**src/rtl/fetch_queue_stage.sv**
```systemverilog
// Fetch stage: sequential PC generation, one-cycle imem, prefetch queue
// with writeback/execute redirect and flush of queued and in-flight work.
module fetch_queue_stage #(
  parameter int DATA_W = 16,
  parameter int ADDR_W = 16,
  parameter int QDEPTH = 4,
  parameter logic [ADDR_W-1:0] RESET_PC = '0
) (
  input  logic              clk,
  input  logic              rst,
  output logic              imem_req,
  output logic [ADDR_W-1:0] imem_addr,
  input  logic [DATA_W-1:0] imem_rdata,
  input  logic              wb_redirect,
  input  logic [ADDR_W-1:0] wb_target,
  input  logic              ex_redirect,
  input  logic [ADDR_W-1:0] ex_target,
  output logic              out_valid,
  input  logic              out_ready,
  output logic [DATA_W-1:0] inst_out,
  output logic [ADDR_W-1:0] pc_out,
  output logic [ADDR_W-1:0] pc_plus_1_out
);

  localparam int PW = (QDEPTH > 1) ? $clog2(QDEPTH) : 1;
  localparam int CW = PW + 1;
  localparam logic [CW:0] LIM = QDEPTH[CW:0];

  logic [ADDR_W-1:0] r_fetch_pc;
  logic              r_inflight;
  logic [ADDR_W-1:0] r_inflight_pc;
  logic [DATA_W-1:0] r_q_inst [QDEPTH];
  logic [ADDR_W-1:0] r_q_pc   [QDEPTH];
  logic [PW-1:0]     r_rd_ptr;
  logic [PW-1:0]     r_wr_ptr;
  logic [CW-1:0]     r_count;

  logic              w_redirect;
  logic [ADDR_W-1:0] w_target;
  logic              w_valid;
  logic              w_pop;
  logic              w_push;
  logic              w_issue;
  logic [CW:0]       w_occ;
  logic [CW:0]       w_lim;

  always_comb begin
    w_redirect = wb_redirect | ex_redirect;
    w_target   = wb_redirect ? wb_target : ex_target;
  end

  // Reset also hides the head so a mid-stream reset never presents data
  always_comb begin
    w_valid = (r_count != '0) & ~w_redirect & ~rst;
    w_pop   = w_valid & out_ready;
    w_push  = r_inflight & ~w_redirect;
    w_occ   = {1'b0, r_count} + {{CW{1'b0}}, r_inflight};
    w_lim   = LIM + {{CW{1'b0}}, w_pop};
    w_issue = ~rst & ~w_redirect & (w_occ < w_lim);
  end

  always_ff @(posedge clk) begin
    if (rst) begin
      r_fetch_pc    <= RESET_PC;
      r_inflight    <= 1'b0;
      r_inflight_pc <= '0;
      r_rd_ptr      <= '0;
      r_wr_ptr      <= '0;
      r_count       <= '0;
    end else if (w_redirect) begin
      r_fetch_pc <= w_target;
      r_inflight <= 1'b0;
      r_rd_ptr   <= '0;
      r_wr_ptr   <= '0;
      r_count    <= '0;
    end else begin
      r_inflight <= w_issue;
      if (w_issue) begin
        r_fetch_pc    <= r_fetch_pc + ADDR_W'(1);
        r_inflight_pc <= r_fetch_pc;
      end
      if (w_push) r_wr_ptr <= r_wr_ptr + PW'(1);
      if (w_pop)  r_rd_ptr <= r_rd_ptr + PW'(1);
      r_count <= r_count + CW'(w_push) - CW'(w_pop);
    end
  end

  // Storage carries no reset; occupancy is tracked by r_count alone
  always_ff @(posedge clk) begin
    if (!rst && w_push) begin
      r_q_inst[r_wr_ptr] <= imem_rdata;
      r_q_pc[r_wr_ptr]   <= r_inflight_pc;
    end
  end

  always_comb begin
    imem_req      = w_issue;
    imem_addr     = r_fetch_pc;
    out_valid     = w_valid;
    inst_out      = r_q_inst[r_rd_ptr];
    pc_out        = r_q_pc[r_rd_ptr];
    pc_plus_1_out = r_q_pc[r_rd_ptr] + ADDR_W'(1);
  end

endmodule

```
**config.mk**
```make
export PLATFORM = sky130hd
export DESIGN_NAME = fetch_queue_stage
export DESIGN_NICKNAME = d
export VERILOG_FILES = /design/src/rtl/fetch_queue_stage.sv
export SDC_FILE = /design/constraint.sdc
export NUM_CORES = 1
export LEC_CHECK = 0
export CAP_MARGIN = 5
export CORE_MARGIN = 5
export CORE_UTILIZATION = 45
export CTS_CLUSTER_SIZE = 14
export DETAILED_ROUTE_END_ITERATION = 12
export DONT_BUFFER_PORTS = 1
export PLACE_DENSITY = 0.58
export SYNTH_ARGS = -nofsm -noshare
export SYNTH_HDL_FRONTEND = slang
export SYNTH_SLANG_ARGS = --single-unit
```
**constraint.sdc**
```tcl
create_clock -name clk -period 3.8 [get_ports clk]
set_input_delay 0.19 -clock clk [delete_from_list [all_inputs] [get_ports clk]]
set_output_delay 0.19 -clock clk [all_outputs]
set_load 0.01 [all_outputs]
```
==> results of run 1 <==
[metrics by stage]
stage / instances / setup slack, ns / utilization, %
5_1_grt: 721 / 0.279 / 53.1
6_report: 721 / 0.520 / 53.1
3_5_place_dp: 660 / 0.875 / 47.4
4_1_cts: 721 / 0.414 / 53.1
2_1_floorplan: 463 / 1.45 / -
3_3_place_gp: 660 / 0.881 / 47.4
[power groups by stage]
stage                     sequential (mW)  clock (mW)  combinational (mW)
after CTS                            2.04        1.73               0.112
final                                2.04        1.69               0.112
after detailed placement             2.08           0              0.0746
after global placement               2.08           0              0.0730
after global routing                 2.05        1.82               0.126
after floorplan                      2.07           0              0.0680
[repair_timing]
action	CTS	global route
hold buffers	29	0
endpoints found under the setup margin	0	0
endpoints found under the hold margin	95	0
[flip-flops by register name, indices dropped and copies added (netlist names), named ones only]
register / count
r_q_inst: 64
r_q_pc: 64
imem_addr: 16
r_inflight_pc: 16
r_count: 3
r_rd_ptr: 2
r_wr_ptr: 2
r_inflight: 1
[worst max-delay path: cells and delay by family, from the launching register on]
kind	cells	cell delay, ns
xor gates and xnor gates	1	0.33
buffers and inverters	1	0.29
DFF	1	0.65
muxes	1	0.37
and+or+nand+nor	3	1.03
[cells by family (layout without fill, tap and decap cells)]
group	Yosys count	after routing
compound gates	69	69
fa+ha+maj	11	11
flops	170	170
mux	34	34
xor+xnor	26	26
simple gates	117	117
buf+inv	36	83
[cells in the final DEF, fill, tap and decap left out, types with 4 or more instances in the layout]
cell,n
o21ai_0,7
xnor2_1,14
edfxtp_1,128
nor2_1,19
a22oi_1,4
ha_1,10
mux4_2,32
buf_4,8
dlygate4sd3_1,29
nand3_1,15
nand2b_1,4
inv_1,14
clkbuf_16,17
clkinv_2,4
dfxtp_1,41
a21oi_1,25
o22ai_1,7
xor2_1,12
nor3_1,7
a211oi_1,7
and3_1,4
nand2_1,46
and3_2,4
[per-layer routing]
metal,vias to the layer above,track usage (%),part of all wire [%]
met5,-,0,0
met4,0,6.22,1.0
met3,11,5.10,6.5
met2,139,28.1,50
met1,1958,20.5,42
li1,1859,-,-
[worst min-delay path by stage]
stage               cells after the start        endpoint  slack (ns)           from
floorplan                               0  r_q_inst[0][0]        0.29  imem_rdata[0]
global placement                        1    imem_addr[3]        0.26            rst
detailed placement                      1    imem_addr[3]        0.26            rst
CTS                                     2    imem_addr[7]       0.007   ex_target[7]
global route                            2    imem_addr[7]        0.03   ex_target[7]
finish                                  2    imem_addr[7]        0.04   ex_target[7]
[area by class of cell]
cell class,count,area (sq um),area share [%]
Tap cell,211,264,3.26
Timing Repair Buffer,37,350,4.32
Clock buffer,17,425,5.25
Clock inverter,15,158,1.95
Inverter,14,52.6,0.649
Sequential cell,170,4690,57.8
Multi-Input combinational cell,257,2170,26.7
==> results.cfg, run 1 <==
[outcome]
status = complete, no violations

[setup_path]
startpoint_type = flip-flop
worst-endpoint-arrival_ns = 3.09
critPathMaxStageDelay_ns = 0.65
r2r_setup_slack_ns = 0.54
critPathKind = reg -> out
r2r-end = imem_addr[6]
r2r_start = r_inflight
cp_slowest_cell = dfxtp_2
path_cells = buf_4 > mux4_2 > nand3_2 > or4_1 > nor2_1 > xor2_1
cp_max_fo = 14
critPathCaptureType = output pin
endpoint = pc_plus_1_out[15]
rr_worst_depth = 8
cp_data_required_time_ns = 3.61

[logic_synthesis]
synth_seq_cells = 170
seq_area_frac_synth_pct = 66.8
synth_edf_count = 128
synth.largest_area_cell = edfxtp_1
synth.distinct_cells = 52
synth_cells = 463
yosysWarnings = 0
synth_top_family_by_area = multiplexers
synthFlopType = edfxtp_1
synth.most_common_cell = edfxtp_1
netlist_top_cells_area = edfxtp_1, dfxtp_1, mux4_2
synth_top_area_share_pct = 54.8
syn_area_sq_um = 7010
syn_avg_cell_area_sq_um = 15.1
synthAdderAreaFrac_pct = 2.07
synth_compound_area_share_pct = 6.76
synth-xor-area-share_pct = 3.25
synthTopCellsByCount = edfxtp_1, nand2_1, dfxtp_1
synthArstFlopShare_pct = 0
synth_mux_area_share_pct = 10.6
yosys.area_share.simple_pct = 8.17
syn_nets = 527

[clock_tree]
clk_pin_slew_ns = 0.06
cts_setup_buffers = 0
clockRootBuffer = clkbuf_16
cts_resized = 0
cts_tree = done
cts_max_level = 4
ctsLongestPathBuffers = 2
clock_latency_ns = 0.41
clock-sinks = 170
cts_inserted_buffers = 17

[sta]
max_clock_freq_mhz = 305
max_slew_margin_pct = 27.4
whs_ns = 0.0370
worst_pin_slew_ns = 1.09
finalCritPeriodShare_pct = 86.3
min_period_ns = 3.28
rsz0062_at_grt = no
fin_setup_tns_ns = 0
clock-skew-final_ns = 0.00620
final-hold-violation-count = 0
drv_slew = 0
setup_violations = 0

[power]
p_int_mw = 3.08
p_leak_nw = 2.73
power_mw = 3.85
power.share.switching_pct = 20.0
ir_drop_mv = 0.357
power_frac_comb_pct = 2.9
pwr-share-seq_pct = 53.1
p_sw_mw = 0.769
powerDensity_nw_per_um2 = 475
clkPwrFrac_pct = 44.0

[routing]
drt_iter0_drc = 170
ant_nets = 0
drt_first_pass_iters = 6
wl_microns = 14700
detail_route.vias_per_cell = 5.50
vias = 3967
post_drt_wl_per_cell_microns = 20.4
drc = 0

[floorplan]
fp.dieH_microns = 135
row_count = 45
start_util_pct = 46.0
coreArea_sq_um = 15300
die_w_microns = 135
dieArea_sq_um = 18200
io_pins = 119

[place]
place_congestion = 0.847
portBuffers = 0
dp_hpwl_microns = 9740
place_area_sq_um = 7230

[final_layout]
antenna_cells = 0
final_cell_area_sq_um = 8100
drive_gt1_share_pct = 16.3
fill_cells = 1241
area_growth_syn_to_layout_pct = 15.5
nets = 561

[grt]
antenna_found_initial = 0
grt_overflow = 0
grt_max_degree = 33
track_usage_pct = 16.7
grt_pass1_vias = 4222
grt_pass1_wl_microns = 22900

[worst_hold_path]
min_path_type = in -> reg

[flow_run]
cap_violations = 0
No activity file was read; power rests on OpenSTA's default activity.
==> run 2: changes to the inputs <==
--- a/config.mk
+++ b/config.mk
@@ -11,6 +11,7 @@
 export CTS_CLUSTER_SIZE = 14
 export DETAILED_ROUTE_END_ITERATION = 12
 export DONT_BUFFER_PORTS = 1
+export MAX_ROUTING_LAYER = met4
 export PLACE_DENSITY = 0.58
 export SYNTH_ARGS = -nofsm -noshare
 export SYNTH_HDL_FRONTEND = slang
==> results.cfg, run 2 (same netlist as run 1, synthesis figures left out) <==
[outcome]
status = complete, no violations

[sta]
max_slew_margin_pct = 25.5
max_clock_freq_mhz = 306
finalCritPeriodShare_pct = 85.9
worst_pin_slew_ns = 1.11
clock-skew-final_ns = 0.00527
setup_violations = 0
rsz0062_at_grt = no
whs_ns = 0.0349
fin_setup_tns_ns = 0
final-hold-violation-count = 0
fin_ws_ns = 0.534
drv_slew = 0
min_period_ns = 3.27

[final_layout]
antenna_cells = 0
final_cells = 721
finish.utilization_pct = 53.1
final_common_cell = edfxtp_1
final_cell_mix = edfxtp_1, nand2_1, dfxtp_1, mux4_2, dlygate4sd3_1
area_growth_syn_to_layout_pct = 15.5
drive_gt1_share_pct = 16.3
nets = 561
reg_top3 = r_q_inst (64), r_q_pc (64)
fill_cells = 1241

[grt]
grt_pass1_wl_microns = 23000
grt_max_degree = 33
antenna_found_initial = 0
grt_overflow = 0
grt_pass1_vias = 4220
track_usage_pct = 17.2

[setup_path]
cp_slowest_cell = dfxtp_2
path_buf_inv = 1
critPathKind = reg -> out
worst-endpoint-arrival_ns = 3.08
cp_data_required_time_ns = 3.61
crit_family = simple AND/OR/NAND/NOR gates
cp_max_fo = 14
startpoint_type = flip-flop
critPathMaxStageDelay_ns = 0.65
critPathCaptureType = output pin
path_cells = buf_4 > mux4_2 > nand3_2 > or4_1 > nor2_1 > xor2_1

[power]
ir_drop_mv = 0.361
power.share.switching_pct = 20.1
powerDensity_nw_per_um2 = 475
p_leak_nw = 2.73
power_frac_comb_pct = 2.9
p_int_mw = 3.08
pwr-share-seq_pct = 53.1
p_sw_mw = 0.772
clkPwrFrac_pct = 44.0

[clock_tree]
cts_max_level = 4
cts_tree = done
cts_inserted_buffers = 17
clockRootBuffer = clkbuf_16
clock_latency_ns = 0.42
cts_resized = 0
cts_setup_buffers = 0
hold_buffers = 29
clock-sinks = 170
clk_pin_slew_ns = 0.06
ctsLongestPathBuffers = 2

[worst_hold_path]
min_path_type = in -> reg

[floorplan]
start_util_pct = 46.0
row_count = 45
io_pins = 119
fp.dieH_microns = 135
die_w_microns = 135
coreArea_sq_um = 15300
dieArea_sq_um = 18200

[routing]
ant_nets = 0
top_layer = met4
post_drt_wl_per_cell_microns = 20.3
vias = 3947
drt_iter0_drc = 163
drc = 0
route.met3.wl_microns = 953
drt_first_pass_iters = 4
wl_microns = 14700
route.met2.wl_microns = 7260
wl_met1_microns = 6190
detail_route.vias_per_cell = 5.47

[place]
dp_hpwl_microns = 9740
placed_cells = 660
portBuffers = 0
place_congestion = 0.860
post-place-ws_ns = 0.875

[flow_run]
cap_violations = 0
==> run 2: cell counts in the layout (fill, tap and decap cells not counted) <==
Identical to the previous run, type by type.
==> run 2: final timing paths <==
kind | end | cells after the start | slack (ns) | start
setup / recovery | pc_plus_1_out[15] | 6 | 0.53 | flip-flop
hold reg to reg | r_inflight_pc[8] | 2 | 0.50 | r_inflight_pc[8]
setup reg to reg | imem_addr[6] | 8 | 0.54 | r_inflight
hold / removal | imem_addr[7] | 2 | 0.03 | ex_target[7]
==> run 2: through the flow <==
stage / power (mW) / cell area [sq um]
global placement: 2.15 / 7230
global route: 3.99 / 8100
CTS: 3.88 / 8100
finish: 3.85 / 8100
floorplan: 2.14 / 7010
detailed placement: 2.16 / 7230
==> run 2: power groups by stage <==
stage               registers (mW)  clock network [mW]  logic, mW
CTS                           2.04                1.73      0.112
global placement              2.08                   0     0.0730
global route                  2.05                1.82      0.126
floorplan                     2.07                   0     0.0680
detailed placement            2.08                   0     0.0746
finish                        2.04                1.69      0.113
==> run 2: routing by layer <==
layer / vias up / GRT usage (%)
li1: 1858 / -
met4: 0 / 6.22
met5: - / -
met1: 1937 / 20.5
met2: 131 / 28.2
met3: 21 / 4.92
==> run 2: final cells by class <==
cell class	count	area, sq um	share of cell area (%)
flip-flops and latches	170	4690	57.8
clock inverters	15	158	1.95
repair buffers	37	350	4.32
inverters	14	52.6	0.649
multi-input cells	257	2170	26.7
well taps	211	264	3.26
clock buffers	17	425	5.25
==> run 3: changes to the inputs <==
--- a/config.mk
+++ b/config.mk
@@ -8,7 +8,8 @@
 export CAP_MARGIN = 5
 export CORE_MARGIN = 5
 export CORE_UTILIZATION = 45
-export CTS_CLUSTER_SIZE = 14
+export CTS_BUF_LIST = sky130_fd_sc_hd__clkbuf_4
+export CTS_CLUSTER_SIZE = 25
 export DETAILED_ROUTE_END_ITERATION = 12
 export DONT_BUFFER_PORTS = 1
 export MAX_ROUTING_LAYER = met4
==> results.cfg, run 3 (same netlist as run 1, synthesis figures left out) <==
[sta]
setup_violations = 0
fin_setup_tns_ns = 0
drv_slew = 0
rsz0062_at_grt = no
final-hold-violation-count = 0
fin_ws_ns = 0.383
min_period_ns = 3.42
worst_pin_slew_ns = 1.17
max_slew_margin_pct = 22.0
finalCritPeriodShare_pct = 89.9
whs_ns = 0.0866
clock-skew-final_ns = 0.0145
max_clock_freq_mhz = 293

[grt]
antenna_found_initial = 0
grt_pass1_wl_microns = 23300
grt_max_degree = 33
grt_pass1_vias = 4324
track_usage_pct = 17.4
grt_overflow = 0

[routing]
post_drt_wl_per_cell_microns = 20.0
ant_nets = 0
wl_microns = 14800
detail_route.vias_per_cell = 5.48
drt_iter0_drc = 215
drc = 0
drt_first_pass_iters = 5
vias = 4064

[setup_path]
critPathCaptureType = output pin
r2r_setup_slack_ns = 0.49
startpoint_type = flip-flop
critPathKind = reg -> out
worst-endpoint-arrival_ns = 3.23
cp_max_fo = 14
cp_data_required_time_ns = 3.61

[clock_tree]
hold_buffers = 49
cts_inserted_buffers = 17
cts_max_level = 4
cts_tree = done
cts_setup_buffers = 0
clk_pin_slew_ns = 0.13
ctsLongestPathBuffers = 2
cts_resized = 0
clock-sinks = 170
clockRootBuffer = clkbuf_4
clock_latency_ns = 0.54

[final_layout]
regArea_sq_um = 4690
finish.utilization_pct = 52.5
drive_gt1_share_pct = 15.7
nets = 581
final_common_cell = edfxtp_1
final_cell_mix = edfxtp_1, dlygate4sd3_1, nand2_1, dfxtp_1, mux4_2
area_growth_syn_to_layout_pct = 14.2
fill_cells = 1257
reg_top3 = r_q_inst (64), r_q_pc (64)
antenna_cells = 0
multiInputGateArea_sq_um = 2170

[outcome]
status = complete, no violations

[place]
post-place-ws_ns = 0.875
place_congestion = 0.860
dp_hpwl_microns = 9740
portBuffers = 0

[floorplan]
coreArea_sq_um = 15300
start_util_pct = 46.0
dieArea_sq_um = 18200
row_count = 45
die_w_microns = 135
io_pins = 119
fp.dieH_microns = 135

[flow_run]
cap_violations = 0

[power]
ir_drop_mv = 0.178
power_mw = 3.20
p_leak_nw = 2.69
powerDensity_nw_per_um2 = 400

[worst_hold_path]
min_path_type = in -> reg
run 3: cell count changes in the layout (fill, tap and decap cells not counted):
cell and change:
dlygate4sd3_1 +20, clkbuf_16 -17, clkbuf_4 +17
run 3: per-stage QoR:
| step | area (sq um) | instances |
|---|---|---|
| after global placement | 7230 | 660 |
| after floorplan | 7010 | 463 |
| after detailed placement | 7230 | 660 |
| after CTS | 8000 | 741 |
| after global routing | 8000 | 741 |
| final | 8000 | 741 |
run 3: path summary, 6_finish.rpt:
path	start	endpoint	depth (start not counted)
worst max-delay path	flip-flop	pc_plus_1_out[15]	6
worst max register to register	r_inflight	imem_addr[0]	9
worst min-delay path	wb_target[15]	imem_addr[15]	3
worst min register to register	r_inflight_pc[10]	r_inflight_pc[10]	2
run 3: per-layer routing:
| layer | GRT usage, % | up-vias | share of wire [%] |
|---|---|---|---|
| met2 | 28.8 | 153 | 51 |
| li1 | - | 1903 | - |
| met5 | - | - | 0 |
| met3 | 4.58 | 14 | 6.8 |
| met1 | 20.8 | 1994 | 41 |
| met4 | 6.28 | 0 | 1.3 |
run 3: area by class of cell:
class / instances / share of cell area (%)
repair buffers: 57 / 6.88
clock buffers: 17 / 1.59
inverters: 14 / 0.657
flip-flops and latches: 170 / 58.5
multi-input cells: 257 / 27.1
well taps: 211 / 3.30
clock inverters: 15 / 1.97
run 3: critical path, stage by stage, from the launching register on:
cell     delay (ns)
dfxtp_2        0.68
buf_4          0.29
mux4_2         0.37
nand3_2        0.19
or4_1          0.60
nor2_1         0.22
xor2_1         0.34
run 3: where the power goes:
part           internal (mW)  switching [mW]  total (mW)  leakage [nW]
Combinational         0.0699          0.0659       0.136         0.918
Sequential              2.00          0.0370        2.04          1.63
Clock                  0.443           0.587        1.03         0.146
